### src/rtl/manchester_decoder2.sv
// Manchester decoder (01 -> 1, 10 -> 0) over 0-3 half-bits per clock.
// Outputs are registered with one cycle of latency. There is no backpressure: every clock accepts whatever half-bits are offered.
module manchester_decoder2 #(
    parameter logic [7:0] SYNC_WORD  = 8'hD5,
    parameter int         LOCK_COUNT = 8
) (
    input  logic       aclk,
    input  logic       areset,
    input  logic [2:0] bits,
    input  logic [2:0] num_bits,
    output logic [7:0] out_byte,
    output logic       out_valid,
    output logic       locked,
    output logic       in_frame,
    output logic       code_err
);

    localparam int            CW       = $clog2(LOCK_COUNT + 1);
    localparam logic [CW-1:0] LOCK_MAX = CW'(LOCK_COUNT);

    logic          res_vld_q, res_vld_d;
    logic          res_q, res_d;
    logic [CW-1:0] pair_cnt_q, pair_cnt_d;
    logic          locked_q, locked_d;
    logic          in_frame_q, in_frame_d;
    logic [7:0]    sync_q, sync_d;
    logic [2:0]    bit_cnt_q, bit_cnt_d;
    logic [7:0]    shift_q, shift_d;
    logic [7:0]    out_byte_q, out_byte_d;
    logic          out_valid_q, out_valid_d;
    logic          code_err_q, code_err_d;

    always_comb begin
        logic [1:0] new_cnt;
        logic [2:0] new_hb;
        logic [3:0] cur;
        logic [2:0] rem;
        logic       dbit;

        res_vld_d   = res_vld_q;
        res_d       = res_q;
        pair_cnt_d  = pair_cnt_q;
        locked_d    = locked_q;
        in_frame_d  = in_frame_q;
        sync_d      = sync_q;
        bit_cnt_d   = bit_cnt_q;
        shift_d     = shift_q;
        out_byte_d  = out_byte_q;
        out_valid_d = 1'b0;
        code_err_d  = 1'b0;
        dbit        = 1'b0;

        new_cnt = (num_bits <= 3'd3) ? num_bits[1:0] : 2'd0;
        case (new_cnt)
            2'd1:    new_hb = {bits[0], 2'b00};
            2'd2:    new_hb = {bits[1:0], 1'b0};
            2'd3:    new_hb = bits;
            default: new_hb = 3'b000;
        endcase

        // Working stream is left-justified in cur: cur[3] is always the oldest unconsumed half-bit.
        if (res_vld_q) begin
            cur = {res_q, new_hb};
            rem = {1'b0, new_cnt} + 3'd1;
        end else begin
            cur = {new_hb, 1'b0};
            rem = {1'b0, new_cnt};
        end

        for (int step = 0; step < 3; step++) begin
            if (rem >= 3'd2) begin
                if (cur[3] == cur[2]) begin
                    code_err_d = 1'b1;
                    pair_cnt_d = '0;
                    locked_d   = 1'b0;
                    in_frame_d = 1'b0;
                    sync_d     = 8'h00;
                    bit_cnt_d  = 3'd0;
                    shift_d    = 8'h00;
                    cur        = cur << 1;
                    rem        = rem - 3'd1;
                end else begin
                    dbit = cur[2];
                    cur  = cur << 2;
                    rem  = rem - 3'd2;
                    if (pair_cnt_d != LOCK_MAX) begin
                        pair_cnt_d = pair_cnt_d + CW'(1);
                    end
                    locked_d = (pair_cnt_d == LOCK_MAX);
                    if (in_frame_d) begin
                        shift_d = {shift_d[6:0], dbit};
                        if (bit_cnt_d == 3'd7) begin
                            out_byte_d  = shift_d;
                            out_valid_d = 1'b1;
                            bit_cnt_d   = 3'd0;
                        end else begin
                            bit_cnt_d = bit_cnt_d + 3'd1;
                        end
                    end else begin
                        sync_d = {sync_d[6:0], dbit};
                        if (locked_d && sync_d == SYNC_WORD) begin
                            in_frame_d = 1'b1;
                            bit_cnt_d  = 3'd0;
                        end
                    end
                end
            end
        end

        res_vld_d = (rem == 3'd1);
        res_d     = (rem == 3'd1) ? cur[3] : 1'b0;
    end

    always_ff @(posedge aclk) begin
        if (areset) begin
            res_vld_q   <= 1'b0;
            res_q       <= 1'b0;
            pair_cnt_q  <= '0;
            locked_q    <= 1'b0;
            in_frame_q  <= 1'b0;
            sync_q      <= 8'h00;
            bit_cnt_q   <= 3'd0;
            shift_q     <= 8'h00;
            out_byte_q  <= 8'h00;
            out_valid_q <= 1'b0;
            code_err_q  <= 1'b0;
        end else begin
            res_vld_q   <= res_vld_d;
            res_q       <= res_d;
            pair_cnt_q  <= pair_cnt_d;
            locked_q    <= locked_d;
            in_frame_q  <= in_frame_d;
            sync_q      <= sync_d;
            bit_cnt_q   <= bit_cnt_d;
            shift_q     <= shift_d;
            out_byte_q  <= out_byte_d;
            out_valid_q <= out_valid_d;
            code_err_q  <= code_err_d;
        end
    end

    assign out_byte  = out_byte_q;
    assign out_valid = out_valid_q;
    assign locked    = locked_q;
    assign in_frame  = in_frame_q;
    assign code_err  = code_err_q;

endmodule

### config.mk
export PLATFORM = sky130hd
export DESIGN_NAME = manchester_decoder2
export DESIGN_NICKNAME = d
export VERILOG_FILES = /design/src/rtl/manchester_decoder2.sv
export SDC_FILE = /design/constraint.sdc
export NUM_CORES = 1
export LEC_CHECK = 0
export BUFFER_PORTS_ARGS = -buffer_cell sky130_fd_sc_hd__buf_2
export CAP_MARGIN = 15
export CORE_MARGIN = 2
export CORE_UTILIZATION = 56
export CTS_CLUSTER_SIZE = 20
export DETAILED_ROUTE_END_ITERATION = 16
export PLACE_DENSITY = 0.86
export SETUP_SLACK_MARGIN = 0.3
export SYNTH_ARGS = -nofsm -noshare
export SYNTH_HDL_FRONTEND = slang
export SYNTH_SLANG_ARGS = --single-unit
### constraint.sdc
create_clock -name aclk -period 5.9 [get_ports aclk]
set_input_delay 1.18 -clock aclk [delete_from_list [all_inputs] [get_ports aclk]]
set_output_delay 1.18 -clock aclk [all_outputs]
set_load 0.1 [all_outputs]
# [After elaboration in Yosys (flattened, before gate mapping)]
# Cells that the tools add are included.
[totals] n_memories=0 mem_bits_rw=0 latch_bits=0 register_bits=37 rom_bits=0
[classes] n_reduce_logical=5 bitwise=1 add_sub_neg=13 n_eq_ne=19 shifts=0 muxes=112 n_lt_le_gt_ge=4 n_div=0 n_mul=0
[op_table] cell="8-bit 2-to-1 mux" n=30
[op_table] cell="4-bit 2-to-1 mux" n=22
[op_table] cell="3-bit 2-to-1 mux" n=22
[op_table] cell="1-bit 2-to-1 mux" n=36
[op_table] cell="8-bit equality test (second input constant)" n=3
[op_table] cell="4-bit by 1-bit adder with 4-bit output (second input constant)" n=3
[op_table] cell="4-bit equality test (second input constant)" n=3
[op_table] cell="4-bit inequality test (second input constant)" n=3
[op_table] cell="3-bit by 1-bit adder with 3-bit output (second input constant)" n=3
[op_table] cell="3-bit equality test (second input constant)" n=3
[op_table] cell="3-bit by 2-bit >= comparator with 1-bit output (second input constant)" n=3
[op_table] cell="3-bit one-hot mux with 3 select lines" n=1
[op_table] cell="3-bit by 1-bit subtractor with 3-bit output (second input constant)" n=3
[op_table] cell="3-bit by 2-bit subtractor with 3-bit output (second input constant)" n=3
[op_table] cell="2-bit equality test (second input constant)" n=2
[op_table] cell="2-bit by 1-bit adder with 3-bit output (second input constant)" n=1
[op_table] cell="1-bit equality test" n=3
[op_table] cell="3-bit by 1-bit equality test with 1-bit output (second input constant)" n=1
[op_table] cell="3-bit by 2-bit <= comparator with 1-bit output (second input constant)" n=1
[op_table] cell="1-bit logical AND" n=3
[op_table] cell="3-bit nonzero test" n=1
[op_table] cell="2-bit by 1-bit equality test with 1-bit output (second input constant)" n=1
[op_table] cell="2-bit 2-to-1 mux" n=1
[op_table] cell="2-bit OR reduction" n=1
[op_table] cell="1-bit NOT" n=1

# [Depth between registers and ports, before layout]
# Gate-level depths: netlist of the first run.
[depth] word_depth=26 ltp_mapped=26 depth_no_buf=19

# [Worst setup path after synthesis of the first run]
# No wires, ideal clock.
[synth_timing] path_kind="input-to-reg" start="in num_bits[2]" end="reg bit_cnt_q[0]" t_arrival_ns=5.724 cell_stages=22 path_slack_ns=0.055 setup_ns=0.121 path_cell_list="nand2b_1 > ha_1 > a21oi_1 > ha_1 > clkbuf_1 > clkbuf_1 > buf_1 > nand2_1 > o31ai_1 > ha_1 > clkbuf_1 > clkbuf_1 > clkbuf_1 > nor3_1 > a21oi_1 > o22ai_1 > inv_1 > ha_1 > a2111o_1 > a311oi_2 > o22ai_1 > mux2_4"
[synth_via] elab_chain_cells=24 word_cells_on_any_way=81
[synth_lines] element="start: declaration" line_no="10" rtl="input logic [2:0] num_bits,"
[synth_lines] element="3-bit by 2-bit <= comparator with 1-bit output *" line_no="53" rtl="new_cnt = (num_bits <= 3'd3) ? num_bits[1:0] : 2'd0;"
[synth_lines] element="2-bit 2-to-1 mux *" line_no="53"
[synth_lines] element="parallel branches: the longest is 21 deep, another holds 4-bit by 1-bit adder with 4-bit output"
[synth_lines] element="3-bit 2-to-1 mux *" line_no="71" rtl="if (rem >= 3'd2) begin"
[synth_lines] element="end signal: assignment" line_no="134" rtl="bit_cnt_q <= bit_cnt_d;"
[synth_lines] element="end: declaration" line_no="27" rtl="logic [2:0] bit_cnt_q, bit_cnt_d;"
# Every way passes the cells marked *. The select of a mux whose other input is x is not followed.
# A chain may end at the register's enable or synchronous reset.

# [Worst setup path after layout of the first run]
[layout_timing] start="in num_bits[2]" end="reg sync_q[2]"
[layout_via] elab_chain_cells=21 word_cells_on_any_way=56
[layout_lines] element="3-bit by 2-bit <= comparator with 1-bit output *" line_no="53"
[layout_lines] element="2-bit 2-to-1 mux *" line_no="53"
[layout_lines] element="parallel branches: the longest is 18 deep, another holds 4-bit by 1-bit adder with 4-bit output"
[layout_lines] element="8-bit 2-to-1 mux *" line_no="71"
[layout_lines] element="end signal: assignment" line_no="133" rtl="sync_q <= sync_d;"
[layout_lines] element="end: declaration" line_no="26" rtl="logic [7:0] sync_q, sync_d;"
# Marked as above.

==> summary.md, run 1 <==
| Metric | Value |
|---|---|
| Run status | `completed` |
| Pre-Repair DR Iteration Count | `8` |
| Area overhead of the layout relative to synthesis | `11.7%` |
| Leakage dissipation | `roughly 1.6 nW` |
| Depth of the CTS H-tree | `2` |
| Synthesized net count | `517` |
| Die height | `between 80 and 90 um` |
| Number of vias after detailed routing | `3,978` |
| Number of filler cells placed in the layout | `a little over 500` |
| Ports placed on the boundary | `20` |
| Global router's overall resource usage | `0.276` |
| Post-synthesis cell type with the largest combined area | `dfxtp_1` |
| Clock Tree Root | `clkbuf_8` |
| Final critical path time including I/O delays and setup | `5430 ps` |
| Yosys warning total | `0` |
| Average wire per cell in the routed design | `approximately 17 um` |
| Antenna fix cells | `0` |
| Min-delay worst type | `reg -> reg` |
| Number of enable flip-flop cells after synthesis | `0` |
| Type of the worst setup path | `in -> reg` |
| Via density | `between 6 and 7` |
| Switch Pwr | `roughly 0.76 mW` |
| Floorplan die area | `slightly above 7000 um^2` |
| Number of DRC violations after detailed routing | `0` |
| Highest net fanout along the worst path | `15` |
| Number of antenna violations at the first check in global routing | `0` |
| Number of nets in the layout | `~540` |
| Dpl hpwl | `around 7400 um` |
| Flops & latches, synth | `35` |
| Synth Flop Type | `dfxtp_1` |
| Floorplan row count | `29` |
| Switching share of power | `0.512` |
| Max capacitance violation total | `0` |
| Slew of the pin with the lowest slew margin | `slightly above 800 ps` |
| Design internal power | `between 0.7 and 0.8 mW` |
| # setup viols final | `0` |
| Iter 0 DRT Violations | `540` |
| Number of pins with negative max-slew slack in the final report | `0` |
| First-pass GRT wire length | `roughly 16,000 um` |
| Ranking of synthesized cells by instance count | `nor2_1, nand2_1, a21oi_1, dfxtp_1, mux2i_1` |
| Fraction of final layout cells sized beyond drive strength 1 | `0.166` |
| Clock Latency Late Sink | `between 200 and 300 ps` |
| Effective utilization at floorplan | `0.574` |
| Proportion of power drawn by flip-flops and latches | `0.197` |
| Worst Skew | `between 8 and 9 ps` |
| Hold bufs inserted after CTS | `0` |
| Core region area | `roughly 6300 um^2` |
| Post-Syn Area | `between 3000 and 4000 um^2` |
| Final worst path period share | `0.921` |
| Maximum vdd ir drop | `roughly 0.22 mV` |
| CTS Buffer Depth | `2` |
| Setup repair after global routing missed its margin | `no` |
| Clock-pin slew on the worst setup and hold paths | `about 80 ps` |
| Critical path launch point type | `input pin` |
| Post-Syn Instances | `roughly 500` |
| Syn_area_per_cell | `7.38 um^2` |
| CP Data Required Time | `roughly 6100 ps` |
| CTS tree | `done` |
| Count of endpoints failing hold in the final timing report | `0` |
| TNS Setup | `0 ps` |
| Total non-filler cell area in the finished layout | `4030 um^2` |
| Share of synthesized registers carrying an async set or reset | `0` |
| Number of input and output port buffers inserted | `19` |
| Hold_ws | `521 ps` |
| Part of the Yosys area used for sequential elements | `0.194` |
| Max transition margin | `0.448` |
| Placer Congestion | `~0.95` |
| Data arrival at the endpoint of the critical path | `roughly 5600 ps` |
| Wirelength, routed | `roughly 10,000 um` |
| Number of clock sinks | `35` |
| Die outline width | `around 84 um` |
| Area fraction of the dominant cell type after synthesis | `0.194` |
| Vias in the first global route | `between 3,000 and 4,000` |
| Number of buffers added by the clock tree synthesis step | `5` |
| Post-detailed-placement cell area | `about 3800 um^2` |
| Fraction of power consumed by the clock network | `0.147` |
| Cells taking the most area after synthesis | `dfxtp_1, ha_1, mux2i_1` |
| Type of element capturing the critical path | `register` |
| Routed Antenna Nets | `0` |
| Remaining global-route overflow | `0` |
| Synth unique cells | `84` |
| Largest net degree at the start of global routing | `23` |
| Combinational share of power | `0.657` |
| Most frequently used cell type in the post-synthesis netlist | `nor2_1` |
| Power density of the placed cells | `370 nW/um^2` |
| F_max | `approximately 0.18 GHz` |
==> per-layer routing <==
metal	track usage	up-vias	routed length (um)
met5	0	-	0
met4	0.0762	0	263
met3	0.0413	37	875
met2	0.479	221	4850
met1	0.356	1846	4220
li1	-	1874	-
==> registers in the layout (all words and copies together) (netlist names) <==
register and count:
bit_cnt_q 3, out_valid 1, res_vld_q 1, in_frame 1
shift_q 7, code_err 1, sync_q 7, res_q 1
pair_cnt_q 4, out_byte 8, locked 1
==> logic make-up (layout without fill, tap and decap cells) <==
group / after synthesis / after routing / synth area share
and+or+nand+nor: 193 / 193 / 0.260
buffers and inverters: 48 / 71 / 0.0576
AOI/OAI and AO/OA: 155 / 155 / 0.312
DFF: 35 / 35 / 0.194
xor gates and xnor gates: 10 / 10 / 0.0285
adders and majority gates: 21 / 21 / 0.0729
muxes: 26 / 26 / 0.0743
==> layout by cell type, fill, tap and decap left out, drive strengths merged, types with 5 or more instances in the layout <==
cell type,synthesis,layout
a22oi,6,6
a22o,8,8
xnor2,8,8
and2,8,8
nor4,5,5
o21ai,22,22
nand3,16,16
nor2,61,61
buf,10,45
dfxtp,35,35
a21oi,38,38
a211oi,13,13
o21a,5,5
nor3,20,20
nand2,51,51
inv,17,17
or2,5,5
ha,21,21
mux2i,23,23
o31ai,7,7
nand2b,5,5
a2111oi,7,7
clkbuf,20,5
==> metrics by stage <==
step	setup WS [ps]	utilization	cells	total power, mW
after floorplan	323	-	488	0.986
after global placement	346	0.608	574	1.17
after detailed placement	91.7	0.608	574	1.21
after CTS	381	0.626	582	1.43
after global routing	205	0.641	588	1.59
final	467	0.641	588	1.49
==> critical path, stage by stage <==
cell and delay (ps):
buf_2 80, nand2b_1 170, inv_1 90, ha_1 230
a222oi_1 550, nor2_1 220, xnor2_2 290, o21ai_0 160
a32oi_2 300, ha_2 290, clkinv_1 130, buf_4 190
and4_1 170, nor3_2 350, ha_1 290, inv_1 110
and2_1 180, or2_2 420, nor3_1 240
==> layout make-up <==
class                      instances  area (um^2)  share of cell area
clock inverter                     3         43.8              0.0109
tap                               77         96.3              0.0239
clock buffer                       5         68.8              0.0171
multi-input combinational        405         2760               0.685
timing repair buffer              45          290              0.0721
sequential                        35          701               0.174
inverter                          18         67.6              0.0168
==> path summary, 6_finish.rpt <==
check                  startpoint                    to  slack (ps)  cells past startpoint
min reg2reg   locked$_SDFFE_PP0P_   locked$_SDFFE_PP0P_         520                      2
max                   num_bits[2]  sync_q[2]$_SDFF_PP0_         470                     19
min           locked$_SDFFE_PP0P_   locked$_SDFFE_PP0P_         520                      2
max reg2reg  res_vld_q$_SDFF_PP0_  sync_q[2]$_SDFF_PP0_        1220                     16
==> power by group through the flow <==
stage / registers (mW) / clock network [mW] / logic (mW)
finish: 0.293 / 0.219 / 0.978
detailed placement: 0.296 / 0 / 0.910
CTS: 0.291 / 0.221 / 0.921
global placement: 0.295 / 0 / 0.876
global route: 0.296 / 0.227 / 1.07
floorplan: 0.294 / 0 / 0.692
==> repair_timing <==
action,CTS,global route
setup buffers,0,6
gates resized for setup,0,12
setup endpoints to repair,0,30
Note: power is estimated with default switching activity, not from simulation.
==> run 2: changes to the inputs <==
--- a/config.mk
+++ b/config.mk
@@ -8,10 +8,11 @@
 export BUFFER_PORTS_ARGS = -buffer_cell sky130_fd_sc_hd__buf_2
 export CAP_MARGIN = 15
 export CORE_MARGIN = 2
-export CORE_UTILIZATION = 56
+export CORE_UTILIZATION = 50
 export CTS_CLUSTER_SIZE = 20
 export DETAILED_ROUTE_END_ITERATION = 16
-export PLACE_DENSITY = 0.86
+export MAX_ROUTING_LAYER = met4
+export PLACE_DENSITY = 0.76
 export SETUP_SLACK_MARGIN = 0.3
 export SYNTH_ARGS = -nofsm -noshare
 export SYNTH_HDL_FRONTEND = slang
==> constraint.sdc (replaced) <==
create_clock -name aclk -period 5.45 [get_ports aclk]
set_input_delay 1.09 -clock aclk [delete_from_list [all_inputs] [get_ports aclk]]
set_output_delay 1.09 -clock aclk [all_outputs]
set_load 0.1 [all_outputs]
==> run 2 against run 1 <==
Cell count rose by 4.4%. Flip-flop and latch count did not move. Die area rose by 11%. Largest cell class unchanged.
==> summary.md, run 2 (same netlist as run 1, synthesis figures left out) <==
| Metric | Value |
|---|---|
| Run status | `completed` |
| Dpl hpwl | `7830 um (+6.5%)` |
| Iter 0 DRT Violations | `311 (-42%)` |
| CP Data Required Time | `5620 ps (-490 ps)` |
| CTS tree | `done` |
| Number of nets in the layout | `546 (+1.3%)` |
| Number of input and output port buffers inserted | `19 (unchanged)` |
| Instance count after placement with tap cells included | `600 (+4.5%)` |
| Largest net degree at the start of global routing | `23 (unchanged)` |
| TNS Setup | `0 ps (unchanged)` |
| Ports placed on the boundary | `20 (unchanged)` |
| Maximum vdd ir drop | `0.402 mV (+84%)` |
| Setup repair after global routing missed its margin | `yes` |
| Effective utilization at floorplan | `0.525 (-0.0495)` |
| Power density of the placed cells | `401 nW/um^2 (+8.2%)` |
| Clock Latency Late Sink | `290 ps (about the same)` |
| First-pass GRT wire length | `16,900 um (+3.3%)` |
| Vias in the first global route | `3,536 (+1.2%)` |
| Number of antenna violations at the first check in global routing | `0 (unchanged)` |
| Remaining global-route overflow | `0 (unchanged)` |
| CTS Buffer Depth | `2 (unchanged)` |
| Final critical path time including I/O delays and setup | `between 4000 and 5000 ps` |
| Max transition margin | `0.404 (-0.0444)` |
| Depth of the CTS H-tree | `2 (unchanged)` |
| Worst Skew | `10.0 ps (+1.84 ps)` |
| # setup viols final | `0 (unchanged)` |
| Type of the worst setup path | `in -> reg` |
| Clock-pin slew on the worst setup and hold paths | `80 ps (about the same)` |
| Top library cells by usage in the layout, fill and taps aside | `nor2_1, nand2_1, a21oi_1, dfxtp_1, buf_4` |
| Global router's overall resource usage | `0.275 (-0.000804)` |
| Type of element capturing the critical path | `register` |
| Max capacitance violation total | `0 (unchanged)` |
| Number of DRC violations after detailed routing | `0 (unchanged)` |
| Highest net fanout along the worst path | `9 (-6)` |
| Util after Layout | `0.622 (-0.0195)` |
| Via density | `6.41 (-5.3%)` |
| Die height | `88.9 um (+5.6%)` |
| Number of clock sinks | `35 (unchanged)` |
| Number of vias after detailed routing | `3,934 (-1.1%)` |
| F_max | `approximately 0.20 GHz` |
| Slew of the pin with the lowest slew margin | `885 ps (+65.9 ps)` |
| Number of pins with negative max-slew slack in the final report | `0 (unchanged)` |
| Number of flip-flops in the largest register | `8 (unchanged)` |
| Wirelength, routed | `10,400 um (+1.7%)` |
| Count of endpoints failing hold in the final timing report | `0 (unchanged)` |
| Data arrival at the endpoint of the critical path | `5110 ps (-530 ps)` |
| Commonest non-fill, non-tap cell in the layout | `nor2_1` |
| Clock Tree Root | `clkbuf_8` |
| Pre-Repair DR Iteration Count | `7 (-1)` |
| Fraction of final layout cells sized beyond drive strength 1 | `0.214 (+0.0479)` |
| Placer Congestion | `0.934 (-2.1%)` |
| Final worst path period share | `0.906` |
| Routed Antenna Nets | `0 (unchanged)` |
| Antenna fix cells | `0 (unchanged)` |
| Critical path launch point type | `input pin` |
| Number of standard cells in the layout, taps in and fillers out | `614 (+4.4%)` |
| Post-placement setup slack | `19.5 ps (-72.1 ps)` |
| Floorplan die area | `7900 um^2 (+11%)` |
| Leakage dissipation | `1.66 nW (+3.9%)` |
| Area overhead of the layout relative to synthesis | `18.5%` |
| Number of buffers added by the clock tree synthesis step | `5 (unchanged)` |
| Floorplan row count | `30 (+3.4%)` |
| Die outline width | `88.9 um (+5.6%)` |
| Min-delay worst type | `reg -> reg` |
| Worst setup margin | `511 ps (+44.5 ps)` |
| Average wire per cell in the routed design | `16.9 um (-2.6%)` |
| Core region area | `6870 um^2 (+9.4%)` |
| Hold bufs inserted after CTS | `0 (unchanged)` |
==> run 2: path summary, 6_finish.rpt <==
| path | startpoint | to | slack (ps) | cells past startpoint |
|---|---|---|---|---|
| hold reg to reg | locked$_SDFFE_PP0P_ | locked$_SDFFE_PP0P_ | 480 | 2 |
| setup reg to reg | res_vld_q$_SDFF_PP0_ | sync_q[4]$_SDFF_PP0_ | 970 | 14 |
| hold / removal | locked$_SDFFE_PP0P_ | locked$_SDFFE_PP0P_ | 480 | 2 |
| setup / recovery | num_bits[2] | bit_cnt_q[0]$_SDFF_PP0_ | 510 | 19 |
==> run 2: final cells by class <==
type                    count  area (um^2)
multi-input cells         405         2910
fillers                   622         2600
flip-flops and latches     35          701
clock buffers               5         68.8
inverters                  18         76.3
well taps                  96          120
clock inverters             3         47.5
repair buffers             52          343
==> run 2: critical path: stages <==
cell and delay (ps):
buf_2 100, nand2b_4 150, ha_2 220, a222oi_1 490, nor2_1 160, xnor2_2 260, o21ai_0 140, a32oi_2 300
ha_4 230, buf_4 180, nor3_2 40, a21oi_1 190, o22ai_2 130, inv_1 120, ha_4 210, a2111o_1 420
a311oi_2 220, o22ai_1 170, mux2_4 280
==> run 2: stage by stage <==
stage          hold WS [ps]  power, mW  instance area [um^2]
3_5_place_dp            466       1.34                  3970
5_1_grt                 501       1.83                  4270
6_report                475       1.71                  4270
3_3_place_gp            485       1.31                  3970
2_1_floorplan           578       1.12                  3730
4_1_cts                 478       1.59                  4090
==> run 2: power by group <==
part / switching, mW / internal (mW) / leakage, nW
Clock: 0.105 / 0.139 / 0.0587
Sequential: 0.0379 / 0.279 / 0.283
Combinational: 0.720 / 0.430 / 1.31
==> run 2: timing repair <==
action | in CTS | in global routing
endpoints found under the hold margin | 0 | 0
buffers inserted | 0 | 6
endpoints found under the setup margin | 0 | 33
resized for setup | 0 | 26
==> run 2: metal layers <==
metal	vias to the layer above	global-route usage	part of all wire
li1	1884	-	-
met3	29	0.0342	0.071
met5	-	-	0
met2	200	0.434	0.46
met1	1821	0.377	0.44
met4	0	0.0606	0.026
==> run 3: changes to the inputs <==
--- a/config.mk
+++ b/config.mk
@@ -11,6 +11,7 @@
 export CORE_UTILIZATION = 50
 export CTS_CLUSTER_SIZE = 20
 export DETAILED_ROUTE_END_ITERATION = 16
+export GPL_TIMING_DRIVEN = 0
 export MAX_ROUTING_LAYER = met4
 export PLACE_DENSITY = 0.76
 export SETUP_SLACK_MARGIN = 0.3
==> run 3 against run 2 <==
Flip-flop and latch count stayed put. Register-to-register slack worse by 330 ps. Critical endpoint unchanged. Combinational power is 20% higher.
==> summary.md, run 3 (same netlist as run 1, synthesis figures left out) <==
| Metric | Value |
|---|---|
| Run status | `completed` |
| Placer Congestion | `0.901 (-3.6%)` |
| Clock Latency Late Sink | `300 ps (about the same)` |
| Type of the worst setup path | `in -> reg` |
| Slew of the pin with the lowest slew margin | `771 ps (-114 ps)` |
| Number of antenna violations at the first check in global routing | `0 (unchanged)` |
| Setup repair after global routing missed its margin | `yes` |
| Worst setup margin | `340 ps (-172 ps)` |
| Largest net degree at the start of global routing | `14 (-39%)` |
| Slack of the worst reg-to-reg path | `640 ps (-330 ps)` |
| TNS Setup | `0 ps (unchanged)` |
| Top library cells by usage in the layout, fill and taps aside | `nor2_1, nand2_1, dfxtp_1, buf_4, a21oi_1` |
| Highest net fanout along the worst path | `8 (-1)` |
| Ports placed on the boundary | `20 (unchanged)` |
| Hold Path End | `locked$_SDFFE_PP0P_` |
| Dpl hpwl | `7670 um (-2.0%)` |
| Iter 0 DRT Violations | `390 (+25%)` |
| Chain of cells forming the critical path | `buf_6 -> nand2b_4 -> inv_4 -> ha_4 -> buf_6 -> a22oi_2 -> o31a_4 -> xnor2_4 -> buf_6 -> mux2i_2 -> a32oi_2 -> ha_2 -> buf_8 -> buf_8 -> buf_8 -> nor3_4 -> a21oi_2 -> o22ai_2 -> inv_2 -> ha_4 -> a2111o_1 -> a311oi_2 -> o22ai_2 -> mux2_4` |
| Hold path cells | `2 (unchanged)` |
| Floorplan row count | `30 (unchanged)` |
| Number of filler cells placed in the layout | `535 (-14%)` |
| Final critical path time including I/O delays and setup | `5110 ps (+172 ps)` |
| Commonest non-fill, non-tap cell in the layout | `nor2_1` |
| Floorplan die area | `7900 um^2 (unchanged)` |
| Final worst path period share | `0.938 (+0.0315)` |
| Hold bufs inserted after CTS | `0 (unchanged)` |
| CP Data Required Time | `5640 ps (+20 ps)` |
| Clock Tree Root | `clkbuf_8` |
| Max capacitance violation total | `0 (unchanged)` |
| Total non-filler cell area in the finished layout | `4630 um^2 (+8.4%)` |
| # setup viols final | `0 (unchanged)` |
| Vias in the first global route | `3,582 (+1.3%)` |
| CTS Buffer Depth | `2 (unchanged)` |
| Reg2reg end | `bit_cnt_q[0]$_SDFF_PP0_` |
| Max transition margin | `0.480 (+0.0766)` |
| Critical path's largest stage delay | `450 ps (-40 ps)` |
| Number of input and output port buffers inserted | `19 (unchanged)` |
| Min-delay worst type | `reg -> reg` |
| Number of clock sinks | `35 (unchanged)` |
| Startpoint of the tightest hold check path | `locked$_SDFFE_PP0P_` |
| Type of element capturing the critical path | `register` |
| Die outline width | `88.9 um (unchanged)` |
| Count of endpoints failing hold in the final timing report | `0 (unchanged)` |
| Worst Skew | `12.7 ps (+2.65 ps)` |
| CTS tree | `done` |
| Average wire per cell in the routed design | `17.8 um (+5.0%)` |
| Number of buffer and inverter stages on the critical path | `8 (+5)` |
| Number of flip-flops in the largest register | `8 (unchanged)` |
| Number of nets in the layout | `574 (+5.1%)` |
| Wirelength, routed | `11,400 um (+9.8%)` |
| Critical-path cell with the highest stage delay | `a2111o_1` |
| Startpoint of the most critical register-to-register path | `res_vld_q$_SDFF_PP0_` |
| Critical path launch point type | `input pin` |
| Number of vias after detailed routing | `4,147 (+5.4%)` |
| First-pass GRT wire length | `17,100 um (+1.1%)` |
| Number of DRC violations after detailed routing | `0 (unchanged)` |
| Data arrival at the endpoint of the critical path | `5300 ps (+190 ps)` |
| Core region area | `6870 um^2 (unchanged)` |
| Maximum vdd ir drop | `0.657 mV (+64%)` |
| Post-detailed-placement cell area | `3950 um^2 (-0.57%)` |
| Antenna fix cells | `0 (unchanged)` |
| Area overhead of the layout relative to synthesis | `28.5%` |
| Clock-pin slew on the worst setup and hold paths | `80 ps (about the same)` |
| Remaining global-route overflow | `0 (unchanged)` |
| Pre-Repair DR Iteration Count | `5 (-2)` |
| Worst reg-to-reg path cell count | `23 (+9)` |
| Die height | `88.9 um (unchanged)` |
| Effective utilization at floorplan | `0.525 (unchanged)` |
| Leakage dissipation | `1.79 nW (+8.1%)` |
| Depth of the CTS H-tree | `2 (unchanged)` |
| Post-placement setup slack | `-759 ps (-778 ps)` |
| Power density of the placed cells | `417 nW/um^2 (+4.0%)` |
| Number of pins with negative max-slew slack in the final report | `0 (unchanged)` |
| Number of buffers added by the clock tree synthesis step | `5 (unchanged)` |
| Family with the most delay on the worst path | `compound AO/OA/AOI/OAI gates` |
| Util after Layout | `0.674 (+0.0525)` |
| Power Total | `1.93 mW (+13%)` |
| Routed Antenna Nets | `0 (unchanged)` |
| F_max | `0.196 GHz (-3.4%)` |
| Via density | `6.46 (+0.82%)` |
| Fraction of final layout cells sized beyond drive strength 1 | `0.264 (+0.0495)` |
| Global router's overall resource usage | `0.281 (+0.00639)` |
[run 3: cell count changes in the layout (fill, tap and decap cells not counted), sizes merged]
cell / delta
nand3: +1
clkinvlp: -1
buf: +12
inv: +1
clkbuf: +15
[run 3: cell type report]
class / count / area [um^2] / area share
Multi-Input combinational cell: 406 / 3060 / 0.661
Buffer: 30 / 219 / 0.0473
Sequential cell: 35 / 701 / 0.151
Tap cell: 96 / 120 / 0.0259
Clock buffer: 5 / 68.8 / 0.0149
Clock inverter: 3 / 47.5 / 0.0103
Inverter: 18 / 80.1 / 0.0173
Timing Repair Buffer: 49 / 333 / 0.0719
[run 3: worst max path at each step]
stage	cells past startpoint	endpoint	slack, ps	from
after floorplan	25	bit_cnt_q[0]$_SDFF_PP0_	290	num_bits[2]
after global placement	22	sync_q[3]$_SDFF_PP0_	-680	num_bits[2]
after detailed placement	23	sync_q[3]$_SDFF_PP0_	-760	num_bits[2]
after CTS	24	sync_q[3]$_SDFF_PP0_	290	num_bits[2]
after global routing	21	sync_q[3]$_SDFF_PP0_	210	num_bits[2]
final	24	bit_cnt_q[0]$_SDFF_PP0_	340	num_bits[2]
[run 3: what timing repair did]
item	CTS	global route
pin swaps	7	20
endpoints found under the setup margin	35	32
setup buffers	9	21
resized for setup	31	44
gates cloned	0	1
[run 3: per-stage QoR]
stage                     cells  hold slack, ps
final                       642             498
after global routing        642             529
after CTS                   620             487
after detailed placement    603             475
after global placement      603             472
after floorplan             488             578
[run 3: worst reg2reg max path, delay by kind of cell, from the launching register on]
kind,cells,cell delay (ps)
DFF,1,350
muxes,1,280
adders and majority gates,3,540
and+or+nand+nor,2,270
AOI/OAI and AO/OA,8,1690
buffers and inverters,9,1560
[run 3: per-layer routing]
layer / up-vias / wire [um] / global-route usage / part of all wire
li1: 1945 / - / - / -
met1: 1959 / 4960 / 0.378 / 0.44
met2: 207 / 5290 / 0.425 / 0.46
met3: 36 / 777 / 0.0369 / 0.068
met4: 0 / 374 / 0.117 / 0.033
met5: - / 0 / - / 0
[run 3: report_power, final]
part,switching [mW],internal [mW]
clock,0.111,0.139
sequential,0.0159,0.279
combinational,0.845,0.540
total,0.971,0.958
